==> config.mk <==
export PLATFORM = sky130hd
export DESIGN_NAME = marquee_ctrl
export DESIGN_NICKNAME = d
export VERILOG_FILES = /design/src/rtl/marquee_ctrl.sv
export SDC_FILE = /design/constraint.sdc
export NUM_CORES = 1
export LEC_CHECK = 0
export ABC_AREA = 1
export CORE_AREA = 2 2 101 103
export CTS_CLUSTER_SIZE = 28
export DETAILED_ROUTE_END_ITERATION = 10
export DIE_AREA = 0 0 103 105
export SETUP_SLACK_MARGIN = 0.4
export SYNTH_ARGS = -nofsm -noshare
export SYNTH_HDL_FRONTEND = slang
export SYNTH_SLANG_ARGS = --single-unit
==> constraint.sdc <==
create_clock -name clk -period 5 [get_ports clk]
set_clock_uncertainty 0.15 [all_clocks]
set_input_delay 1 -clock clk [delete_from_list [all_inputs] [get_ports clk]]
set_output_delay 1 -clock clk [all_outputs]
set_load 0.02 [all_outputs]
==> src/rtl/marquee_ctrl.sv <==
// Purpose: 12-LED marquee sequencer; four patterns, four speeds, run/pause from three raw buttons.
// Latency: a button edge updates mode/speed/paused/L on the 3rd clk edge; every output is registered.
// Backpressure: none; free-running timebase, and a button press preempts a step on the same cycle.
module marquee_ctrl #(
    parameter int unsigned DIV_BASE = 12_500_000
) (
    input  logic        clk,
    input  logic        reset,
    input  logic        mode_btn,
    input  logic        speed_btn,
    input  logic        pause_btn,
    output logic [11:0] Q,
    output logic [1:0]  mode,
    output logic [1:0]  speed,
    output logic        paused,
    output logic        step
);

    localparam logic [26:0] DIV = 27'(DIV_BASE);

    // Button bit order in the sync vectors: {pause, speed, mode}.
    logic [2:0]  btn_s1, btn_s2, btn_s3;
    logic [2:0]  press;
    logic        any_press;

    logic [26:0] cnt;
    logic [26:0] period;
    logic        terminal;
    logic        advance;

    // l is the lit vector (1 = lit); dir is the bounce direction (0 = inward).
    logic [11:0] l;
    logic        dir;
    logic [11:0] l_nxt;
    logic        dir_nxt;
    logic [1:0]  mode_inc;

    // Start pattern each mode reloads on entry and on illegal-state recovery.
    function automatic logic [11:0] start_pat(input logic [1:0] m);
        case (m)
            2'd0:    start_pat = 12'h801;
            2'd1:    start_pat = 12'h001;
            2'd2:    start_pat = 12'h800;
            default: start_pat = 12'h000;
        endcase
    endfunction

    // Three-flop synchronizer and edge detector for the raw buttons.
    always_ff @(posedge clk or posedge reset) begin
        if (reset) begin
            btn_s1 <= 3'b000;
            btn_s2 <= 3'b000;
            btn_s3 <= 3'b000;
        end else begin
            btn_s1 <= {pause_btn, speed_btn, mode_btn};
            btn_s2 <= btn_s1;
            btn_s3 <= btn_s2;
        end
    end

    assign press     = btn_s2 & ~btn_s3;
    assign any_press = |press;
    assign mode_inc  = mode + 2'd1;

    // Timebase: each speed step halves the period; any press suppresses the step.
    assign period   = DIV >> speed;
    assign terminal = (cnt == period - 27'd1);
    assign advance  = terminal & ~paused & ~any_press;

    // Next pattern for the current mode, falling back to the start pattern from any unreachable L.
    always_comb begin
        l_nxt   = start_pat(mode);
        dir_nxt = 1'b0;
        case (mode)
            2'd0: begin
                case (l)
                    12'h801: begin l_nxt = 12'h402; dir_nxt = 1'b0; end
                    12'h402: begin l_nxt = dir ? 12'h801 : 12'h204; dir_nxt = dir; end
                    12'h204: begin l_nxt = dir ? 12'h402 : 12'h108; dir_nxt = dir; end
                    12'h108: begin l_nxt = dir ? 12'h204 : 12'h090; dir_nxt = dir; end
                    12'h090: begin l_nxt = dir ? 12'h108 : 12'h060; dir_nxt = dir; end
                    12'h060: begin l_nxt = 12'h090; dir_nxt = 1'b1; end
                    default: begin l_nxt = 12'h801; dir_nxt = 1'b0; end
                endcase
            end
            2'd1: begin
                if (l != 12'h000 && (l & (l - 12'd1)) == 12'h000)
                    l_nxt = {l[10:0], l[11]};
            end
            2'd2: begin
                if (l != 12'h000 && (l & (l - 12'd1)) == 12'h000)
                    l_nxt = {l[0], l[11:1]};
            end
            default: begin
                // Legal fill states are contiguous low-order runs of ones (2^k - 1).
                if ((l & (l + 12'd1)) == 12'h000)
                    l_nxt = (l == 12'hFFF) ? 12'h000 : {l[10:0], 1'b1};
            end
        endcase
    end

    // Control and pattern registers; presses take effect independently in the same cycle.
    always_ff @(posedge clk or posedge reset) begin
        if (reset) begin
            mode   <= 2'd0;
            speed  <= 2'd0;
            paused <= 1'b0;
            cnt    <= 27'd0;
            step   <= 1'b0;
            l      <= 12'h801;
            dir    <= 1'b0;
        end else begin
            step <= advance;

            if (press[0])
                mode <= mode_inc;
            if (press[1])
                speed <= speed + 2'd1;
            if (press[2])
                paused <= ~paused;

            if (press[0]) begin
                l   <= start_pat(mode_inc);
                dir <= 1'b0;
            end else if (advance) begin
                l   <= l_nxt;
                dir <= dir_nxt;
            end

            // Mode/speed restart the period; a pause press holds the count so resume continues it.
            if (press[0] | press[1])
                cnt <= 27'd0;
            else if (press[2])
                cnt <= cnt;
            else if (!paused)
                cnt <= terminal ? 27'd0 : cnt + 27'd1;
        end
    end

    assign Q = ~l;

endmodule

Word-level counts from Yosys, hierarchy flattened
Index checks and enable logic that the tools add are counted.

Bits in registers: 55. Logic and storage cells: 75. Output and inout port bits: 18. Input port bits: 5.

Shifts and indexed selects: 1. Bitwise gates (word level): 10. Eq/ne operators: 15. Reductions and logical operators: 11. Add/sub/neg operators: 6. Mux-type cells: 22.

Operator list (count): $mux W27 (4); $mux W12 (7); $pmux W12 S3 (2); $pmux W12 S6 (1); $add A27 B1 Y27 const B (1); $eq A27 B27 Y1 (1); $shr A24 B2 Y27 const A (1); $sub A27 B1 Y27 const B (1); $and A12 B12 Y12 (2); $eq A12 B12 Y1 const B (2); $logic_not A12 Y1 (2); $pmux W12 S2 (1); $add A12 B1 Y12 const B (1); $eq A12 B10 Y1 const B (1); $eq A12 B11 Y1 const B (1); $eq A12 B7 Y1 const B (1); $eq A12 B8 Y1 const B (1); $eq A12 B9 Y1 const B (1); $not A12 Y12 (1); $reduce_bool A12 Y1 (1); $sub A12 B1 Y12 const B (1); $mux W11 (1); $mux W10 (1); $mux W9 (1); 18 further kinds (28).

Logic depth before layout (Yosys ltp)
Word-level depth: 8. Mapped depth: 16. Gate-level depth less buffers: 16.

Worst setup path after synthesis
OpenSTA, ideal clock, no wires.

Path type: register -> register. Start: register speed[0]. End: register cnt[8]. Slack: 2.575 ns. Period minus slack after synthesis: 2.425 ns. Library setup time: 0.122 ns. Arrival time: 2.153 ns. Cell stages (with the launch flop): 16. Path buffers: 1. Data required time: 4.728 ns. Cell sequence: dfrtp_1 > inv_1 > ha_1 > inv_1 > ha_1 > nand2_1 > nand4_1 > nor2_1 > nand4_1 > nor2_1 > nand2_1 > nand2_1 > nand2_2 > inv_2 > buf_4 > nor3_1.

Cells in the longest elaborated chain, start to end: 7.

Ends and longest elaborated chain: from (decl) (line 14) `output logic [1:0] speed,`; from (signal assigned) (line 118) `speed <= speed + 2'd1;`; $shr A24 B2 Y27 (line 66) `assign period = DIV >> speed;`; $sub A27 B1 Y27 (line 67) `assign terminal = (cnt == period - 27'd1);`; $eq A27 B27 Y1 (line 67); $mux W27 (line 136) `cnt <= terminal ? 27'd0 : cnt + 27'd1;`; $mux W27 (line 135) `else if (!paused)`; $mux W27 (line 133) `else if (press[2])`; $mux W27 (line 131) `if (press[0] | press[1])`; to (signal assigned) (line 134) `cnt <= cnt;`; to (signal assigned) (line 136); to (decl) (line 26) `logic [26:0] cnt;`.

No other way between the ends. The select of a mux whose other input is x is not followed. A chain may end at the register's enable or synchronous reset.

Worst setup path after layout
Start: register speed[0]. End: register l[10].

Cells in the longest elaborated chain, start to end: 6.

Ends and longest elaborated chain: $shr A24 B2 Y27 (line 66); $sub A27 B1 Y27 (line 67); $eq A27 B27 Y1 (line 67); $and A1 B1 Y1 (2 in a row) (line 68) `assign advance = terminal & ~paused & ~any_press;`; $reduce_bool A2 Y1 (no line); to (signal assigned) (line 123) `l <= start_pat(mode_inc);`; to (signal assigned) (line 126) `l <= l_nxt;`; to (decl) (line 32) `logic [11:0] l;`.

No other way between the ends.

==> impl_metrics.yaml <==
sta:
  fmax_mhz: 344
  setup_slack_ps: 2090
  sum_of_negative_setup_slack_ps: 0
  report.final.setup_viol: 0
  worst_relative_slew_slack: 0.527
  finalCritPeriodShare: 0.582
  rsz0062_at_grt: "no"
  hold_viol_final: 0
  worst_pin_slew_ps: 708
  final_period_minus_worst_setup_slack_ps: 2910
  slew_viol_final: 0
global_route:
  grt_antenna_before_repair: 0
  globalRouteTotalUtil: 0.231
  globalRoute.totalOverflow: 0
  first_global_vias: 3929
  global_route_wire_length_before_repair_um: 19900
  grt_start_max_net_pins: 35
route:
  firstDrtPassIters: 5
  post_drt_via_cell_ratio: 5.37
  detail_route.wirelength_um: 11800
  final_antenna_net_count: 0
  post-route-drc-count: 0
  drt-wirelength-per-cell_um: 15.3
  number_of_design_rule_violations_left_by_the_first_detailed_router_iteration: 306
  vias: 4148
yosys:
  synth_edf_count: 0
  post-synth-top-count-cell: "sky130_fd_sc_hd__nand2_1"
  post-synth-top-area-cell: "sky130_fd_sc_hd__dfrtp_1"
  synth_cells: 632
  synthesis.area_per_instance_um2: 6.73
  synth_top_flop_cell: "sky130_fd_sc_hd__dfrtp_1"
  synth_seq_cells: 55
  synth_cell_types: 39
  ys_warn_count: 0
  syn-num-nets: 652
  netlist.area_leader.share: 0.312
  yosysSeqAreaShare: 0.324
  synthArstFlopShare: 1.00
  netlist_area_um2: 4250
  synth_commonest_cells: "151 x sky130_fd_sc_hd__nand2_1, 77 x sky130_fd_sc_hd__nor2_1, 76 x sky130_fd_sc_hd__nand3_1"
  synth_top_cells_by_area: "sky130_fd_sc_hd__dfrtp_1 31%, sky130_fd_sc_hd__nand2_1 13%, sky130_fd_sc_hd__nand3_1 8.9%"
clocking:
  clock_tree.htree_level_count: 2
  post_cts_buffers: 0
  cts_resized: 0
  tritoncts.num_buffers: 5
  numClockSinks: 55
  max-clock-path-buffers: 2
  worstSkewPairLatency_ps: 320
  hold_buffers: 0
  path_clk_slew_ps: 100
  clock_tree_from_tritoncts: "yes"
  root_buffer: "sky130_fd_sc_hd__clkbuf_8"
floorplan:
  floorplan.io_pins: 23
  initial_utilization: 0.441
  num_rows: 36
  core_um2: 9640
  dieArea_um2: 10800
  die_height_um: 105
  fp.dieW_um: 103
place:
  io_buffer_count: 22
  hpwl_um: 9170
  post_placement_cell_area_um2: 4490
  dp_worst_setup_slack_ps: 2180
  weighted_congestion_reported_at_the_end_of_routability_driven_placement: 0.999
cells_and_area:
  insertedDiodeCount: 0
  synthToLayoutAreaGrowth_pct: 7.62
  design_area_um2: 4580
  final_net_count: 658
  layout_cells_sized_above_1: 0.0814
power:
  max_ir_drop_vdd_mv: 0.271
  power.density_nw_per_um2: 364
  power_leakage_nw: 2.09
outcome:
  status: "complete, no violations"
min_path:
  timing.hold.worst_path_depth: 0
  holdCritStartpoint: "btn_s1[1]"
  worst_hold_path.endpoint: "btn_s2[1]"
  hold_path_class: "flop to flop"
worst_setup_path:
  worst-endpoint-arrival_ps: 3020
  worst_setup_path_startpoint: "speed[0]"
  worst_setup_path_start_kind: "flop"
  timing.reg2reg.setup_slack_ps: 2090
  critical_path.endpoint_type: "flop"
  timing.reg2reg.worst_path_depth: 13
  worstPathRequired_ps: 5110
  critical_path.max_fanout: 10
  reg2reg_from: "speed[0]"
  crit-reg2reg-capture: "l[10]"
  path_class: "flop to flop"
run:
  maxCapViolations: 0
## state kept, by name, indices dropped and copies added, names as in the netlist
name,flops
l,12
cnt,27
step,1
speed,2
mode,2
paused,1
btn_s2,3
btn_s3,3
dir,1
btn_s1,3
## kinds of logic (layout without fill, tap and decap cells)
group / count (synthesis) / count (layout) / share of synthesized area
simple gates: 372 / 372 / 0.404
buf+inv: 110 / 117 / 0.112
compound gates: 63 / 63 / 0.0801
flops: 55 / 55 / 0.324
xor+xnor: 17 / 17 / 0.0350
fa+ha+maj: 15 / 15 / 0.0441
## worst max-delay path: stages, from the launching register on
cell and delay [ps]:
sky130_fd_sc_hd__dfrtp_1 470, sky130_fd_sc_hd__inv_1 210, sky130_fd_sc_hd__ha_1 220, sky130_fd_sc_hd__inv_1 80
sky130_fd_sc_hd__ha_1 310, sky130_fd_sc_hd__nand2_1 90, sky130_fd_sc_hd__nand4_1 90, sky130_fd_sc_hd__nor2_1 130
sky130_fd_sc_hd__nand4_1 100, sky130_fd_sc_hd__nor2_1 140, sky130_fd_sc_hd__nand4_1 420, sky130_fd_sc_hd__a21oi_1 260
sky130_fd_sc_hd__nand2_1 100, sky130_fd_sc_hd__nand2_1 70
## how the worst max path moves through the flow
stage                 to  slack (ps)
2_1_floorplan  btn_s1[0]        2510
3_3_place_gp       l[10]        2180
3_5_place_dp        l[2]        2180
4_1_cts             l[2]        2150
5_1_grt             l[7]        1830
6_report           l[10]        2090
## power by group
| part | switching [mW] | internal, mW | leakage [nW] | total (mW) |
|---|---|---|---|---|
| clock | 0.151 | 0.0984 | 0.0412 | 0.250 |
| sequential | 0.0706 | 0.491 | 0.727 | 0.561 |
| combinational | 0.569 | 0.288 | 1.32 | 0.857 |
| total | 0.790 | 0.877 | 2.09 | 1.67 |
## through the flow
step	utilization	std cells	hold slack, ps	total power, mW
3_3_place_gp	0.466	764	188	1.42
5_1_grt	0.475	772	224	1.80
6_report	0.475	772	206	1.67
3_5_place_dp	0.466	764	186	1.41
2_1_floorplan	-	632	181	1.22
4_1_cts	0.475	772	210	1.68
## final cells by class
type | count | area (µm²)
clock buffer | 6 | 72.6
tap | 133 | 166
sequential | 55 | 1380
fill | 1022 | 5060
clock inverter | 2 | 12.5
timing repair buffer | 23 | 228
inverter | 86 | 323
multi-input combinational | 467 | 2390
## routing by layer
layer	part of all wire	wire length [µm]	track usage
met3	0.049	574	0.0348
met5	0	0	0
met2	0.44	5190	0.330
met4	0.026	306	0.0818
met1	0.48	5720	0.350
## layout by cell type, fill, tap and decap left out, drive strengths merged, types with 15 or more instances in the layout
cell           instances
nor3                  16
nand3                 86
ha                    15
inv                   86
a21oi                 24
nand4                 19
dfrtp                 53
clkdlybuf4s50         22
nand2                155
nor2                  86
o21ai                 29
Power figures use the tool's default switching activity.
